File: config.mk
export PLATFORM = sky130hd
export DESIGN_NAME = jt12_div_ctl
export DESIGN_NICKNAME = d
export VERILOG_FILES = /design/src/rtl/jt12_div_pkg.sv /design/src/rtl/jt12_cen_cnt.sv /design/src/rtl/jt12_div_ctl.sv
export SDC_FILE = /design/constraint.sdc
export NUM_CORES = 1
export LEC_CHECK = 0
export ABC_AREA = 1
export BUFFER_PORTS_ARGS = -buffer_cell sky130_fd_sc_hd__buf_2
export CAP_MARGIN = 20
export CELL_PAD_IN_SITES_DETAIL_PLACEMENT = 0
export CELL_PAD_IN_SITES_GLOBAL_PLACEMENT = 1
export CORE_ASPECT_RATIO = 1.4
export CORE_MARGIN = 5
export CORE_UTILIZATION = 38
export DETAILED_ROUTE_END_ITERATION = 10
export PLACE_DENSITY = 0.86
export RECOVER_POWER = 25
export SETUP_SLACK_MARGIN = 0.5
export SKIP_LAST_GASP = 1
export SYNTH_ARGS = -nofsm -noshare
export SYNTH_HDL_FRONTEND = slang
export SYNTH_HIERARCHICAL = 1
export SYNTH_SLANG_ARGS = --single-unit
File: constraint.sdc
create_clock -name clk -period 1.74 [get_ports clk]
set_input_delay 0.174 -clock clk [delete_from_list [all_inputs] [get_ports clk]]
set_output_delay 0.174 -clock clk [all_outputs]
set_load 0.01 [all_outputs]
File: src/rtl/jt12_div_pkg.sv
// jt12_div_pkg: prescaler divider codes and code/N conversion helpers
package jt12_div_pkg;
  localparam logic [1:0] DIV_NOP = 2'b00;
  localparam logic [1:0] DIV6    = 2'b01;
  localparam logic [1:0] DIV3    = 2'b10;
  localparam logic [1:0] DIV2    = 2'b11;
  function automatic logic [2:0] code2n(input logic [1:0] c);
    return c == DIV3 ? 3'd3 : c == DIV2 ? 3'd2 : 3'd6;
  endfunction
  function automatic logic [1:0] n2code(input logic [2:0] n);
    return n == 3'd3 ? DIV3 : n == 3'd2 ? DIV2 : DIV6;
  endfunction
endpackage

File: src/rtl/jt12_cen_cnt.sv
// jt12_cen_cnt: modulo-N counter (clk, rst_n, n_nxt in; cen, wrap, n out) that loads a new N only at wrap
module jt12_cen_cnt #(
  parameter logic [2:0] N_RST = 3'd6
) (
  input  logic       clk,
  input  logic       rst_n,
  input  logic [2:0] n_nxt,
  output logic       cen,
  output logic       wrap,
  output logic [2:0] n
);
  logic [2:0] cnt;
  assign wrap = cnt == n - 3'd1;
  always_ff @(posedge clk) begin
    if (!rst_n) begin
      cnt <= 3'd0;
      cen <= 1'b0;
      n   <= N_RST;
    end else begin
      cen <= wrap;
      cnt <= wrap ? 3'd0 : cnt + 3'd1;
      if (wrap) n <= n_nxt;
    end
  end
endmodule

File: src/rtl/jt12_div_ctl.sv
// jt12_div_ctl: prescaler controller (clk, rst_n, cmd_we, cmd in; cen, cen_ph, div_cur, busy, rst_int out)
module jt12_div_ctl
  import jt12_div_pkg::*;
#(
  parameter int DIV_RST  = 6,
  parameter int RST_CENS = 2
) (
  input  logic       clk,
  input  logic       rst_n,
  input  logic       cmd_we,
  input  logic [1:0] cmd,
  output logic       cen,
  output logic       cen_ph,
  output logic [1:0] div_cur,
  output logic       busy,
  output logic       rst_int
);
  logic       valid, wrap;
  logic [1:0] pend;
  logic [2:0] n, n_nxt, rcnt;
  assign valid   = cmd_we && cmd != DIV_NOP;
  // a command on the wrap edge itself bypasses the pending register
  assign n_nxt   = valid ? code2n(cmd) : busy ? code2n(pend) : n;
  assign div_cur = n2code(n);
  jt12_cen_cnt #(.N_RST(3'(DIV_RST))) u_cnt (
    .clk  (clk),
    .rst_n(rst_n),
    .n_nxt(n_nxt),
    .cen  (cen),
    .wrap (wrap),
    .n    (n)
  );
  always_ff @(posedge clk) begin
    if (!rst_n) begin
      busy    <= 1'b0;
      pend    <= DIV_NOP;
      cen_ph  <= 1'b0;
      rcnt    <= 3'd0;
      rst_int <= 1'b1;
    end else begin
      if (wrap) busy <= 1'b0;
      else if (valid) begin
        busy <= 1'b1;
        pend <= cmd;
      end
      if (cen) cen_ph <= ~cen_ph;
      if (cen && rst_int) begin
        rcnt <= rcnt + 3'd1;
        if (rcnt + 3'd1 == 3'(RST_CENS)) rst_int <= 1'b0;
      end
    end
  end
endmodule

==> impl_metrics.env <==
export IMPL_synth_cell_type_count=19
export IMPL_synth_top_cell_by_area="dfxtp_1"
export IMPL_leakagePower_nw=0.539
export IMPL_hold_buffers=0
export IMPL_portBuffers=10
export IMPL_hold_path_class="input port to register"
export IMPL_powerDensity_nw_per_um2=799
export IMPL_drtIter0Drc=10
export IMPL_clockBufferDepth=2
export IMPL_crit_path_max_fanout=3
export IMPL_startpoint_type="register"
export IMPL_cp_required_ps=1920
export IMPL_root_buffer="clkbuf_4"
export IMPL_synthMostInstantiatedCell="nand2_1"
export IMPL_grt_pass1_wl_microns=2870
export IMPL_ioPinCount=11
export IMPL_netlist_top_cells_area="dfxtp_1, nand2_1, inv_1"
export IMPL_drt_met1_wl_microns=701
export IMPL_yosys_warnings=6
export IMPL_peakVddDrop_mv=0.523
export IMPL_finalSetupTns_ps=0
export IMPL_drt_total_wl_microns=1580
export IMPL_post_route_min_period_ps=1370
export IMPL_drt_pass1_iterations=4
export IMPL_num_vias=716
export IMPL_cts_buffers_inserted=3
export IMPL_viasPerCell=4.59
export IMPL_cp_cell_sequence="inv_4, ha_4, inv_2, nand2_2, nand2_2, nor2_4, nand2_4, inv_2, inv_2, nand3_2, nand2_1, nand2_1, nor2_1"
export IMPL_critPathCaptureType="register"
export IMPL_path_depth=13
export IMPL_drc=0
export IMPL_worstSetupPathType="register to register"
export IMPL_die_area_sq_um=3090
export IMPL_die_width_microns=48.5
export IMPL_synth_edf_count=0
export IMPL_avgSynthCellArea_sq_um=6.96
export IMPL_placed_cells=144
export IMPL_cp_arrival_ps=1550
export IMPL_syn_to_final_growth_pct=24.5
export IMPL_timing_fmax_mhz=727
export IMPL_drive_gt1_frac=0.296
export IMPL_h_tree_depth=1
export IMPL_maxSlewHeadroom=0.847
export IMPL_grt_ovfl_total=0
export IMPL_setup_viol=0
export IMPL_clk_pin_slew_ps=90
export IMPL_synth_common_cells="nand2_1, inv_1, dfxtp_1"
export IMPL_postPlaceCellArea_sq_um=880
export IMPL_num_rows=19
export IMPL_syn_area_sq_um=787
export IMPL_ys_async_sr_fraction=0
export IMPL_outcome="finished clean"
export IMPL_nets=145
export IMPL_grt_antenna_before_repair=0
export IMPL_fin_crit_sh=0.790
export IMPL_syn_num_nets=122
export IMPL_dp_hpwl_microns=1120
export IMPL_ys_seq_area_frac=0.382
export IMPL_final_hold_viol_count=0
export IMPL_yosysTopAreaCellShare=0.382
export IMPL_synth_main_ff_cell="dfxtp_1"
export IMPL_route_met3_wl_microns=76
export IMPL_initial_utilization=0.399
export IMPL_finalMaxSlewViolations=0
export IMPL_hold_slack_ps=189
export IMPL_syn_inst=113
export IMPL_grt_pass1_vias=701
export IMPL_clkLatencyLatePin_ps=280
export IMPL_cts_tree="done"
export IMPL_ant_nets=0
export IMPL_fin_skew_ps=0.563
export IMPL_critPathMaxStageDelay_ps=370
export IMPL_core_sq_um=1970
export IMPL_diodes=0
export IMPL_worstMarginPinSlew_ps=229
export IMPL_crit_top_cell="inv_2"
export IMPL_cap_violations=0
export IMPL_rsz0062_at_grt="true"
export IMPL_whs_path_depth=2
export IMPL_ys_ff_latch=15
export IMPL_clock_sinks=15
export IMPL_drt_wirelength_per_cell_microns=10.1
export IMPL_cpLargestDelayFamily="simple AND/OR/NAND/NOR gates"
export IMPL_layout_cells_non_filler=156
export IMPL_final_area_sq_um=980
export IMPL_grt_use_total=0.113
export IMPL_r2r_cells=13
export IMPL_finalWeightedCongestion=0.733
export IMPL_grt_max_degree=12
export IMPL_fillers=209
export IMPL_die_h_microns=63.8
export IMPL_top_layer="met4"
export IMPL_crit_buf_inv=4
export IMPL_slowest_stage="dfxtp_4"
export IMPL_wl_met2_microns=769
-- cells in the final DEF, fill, tap and decap left out --
cell type  Yosys  layout
nor2_2         0       2
nor2_4         1       1
clkbuf_4       0       3
a31oi_1        1       1
nand3_2        1       1
ha_4           0       1
buf_2          0       8
nand4_1        2       2
nor2_1        11       9
inv_2          1       3
nand2_2        4       7
nand2_1       29      26
dfxtp_2        0       1
a21oi_1        3       3
ha_1           4       3
o21ai_0        3       3
o21ai_2        1       1
o21ai_1        1       1
xor2_1         1       1
dfxtp_4        0       1
inv_1         24      21
nand3_1        7       7
dfxtp_1       15      13
nand2_4        2       2
inv_4          0       1
buf_4          0       8
clkbuf_1       0       3
xnor2_1        2       2
-- worst paths after layout --
check,start,endpoint,slack (ps)
worst min-delay path,rst_n,rst_int,190
worst min register to register,u_cnt/cnt[0],u_cnt/cnt[0],480
worst max register to register,u_cnt/n[0],pend[1],370
worst max-delay path,u_cnt/n[0],pend[1],370
-- what timing repair did --
| action | CTS | global route |
|---|---|---|
| resized for setup | 4 | 4 |
| pin swaps | 6 | 4 |
| buffers inserted | 6 | 2 |
| endpoints found under the setup margin | 10 | 12 |
| hold endpoints to repair | 0 | 0 |
-- registers in the layout (all words and copies together) (netlist names) --
name / cells
u_cnt/n: 3
busy: 1
cen_ph: 1
pend: 2
u_cnt/cnt: 3
u_cnt/cen: 1
rst_int: 1
rcnt: 3
-- cells by family (layout without fill, tap and decap cells) --
kind of cell	Yosys count	count (layout)	synth area share
DFF	15	15	0.382
xor gates and xnor gates	3	3	0.0334
buffers and inverters	25	47	0.119
and+or+nand+nor	57	57	0.339
AOI/OAI and AO/OA	9	9	0.0636
adders and majority gates	4	4	0.0636
-- power by group --
| part | switching, W | internal (W) | leakage (nW) |
|---|---|---|---|
| clock | 0.000114 | 0.0000887 | 0.0150 |
| combinational | 0.000109 | 0.0000841 | 0.401 |
| sequential | 0.0000203 | 0.000367 | 0.123 |
-- metal layers --
metal  track usage  vias to the layer above
li1              -                      385
met1         0.137                      316
met2         0.183                       11
met3        0.0302                        4
met4        0.0505                        0
met5             0                        -
-- metrics by stage --
stage / power (W) / util / setup WS, ps
2_1_floorplan: 0.000518 / - / 323
3_3_place_gp: 0.000553 / 0.446 / 233
3_5_place_dp: 0.000557 / 0.446 / 207
4_1_cts: 0.000776 / 0.486 / 380
5_1_grt: 0.000843 / 0.497 / 246
6_report: 0.000783 / 0.497 / 365
-- cell type report --
| cell class | instances | area (sq um) | share of cell area |
|---|---|---|---|
| clock buffer | 4 | 26.3 | 0.0268 |
| inverter | 25 | 96.3 | 0.0983 |
| multi-input combinational | 73 | 418 | 0.427 |
| timing repair buffer | 18 | 108 | 0.110 |
| tap | 21 | 26.3 | 0.0268 |
| sequential | 15 | 305 | 0.312 |
Power figures use the tool's default switching activity.
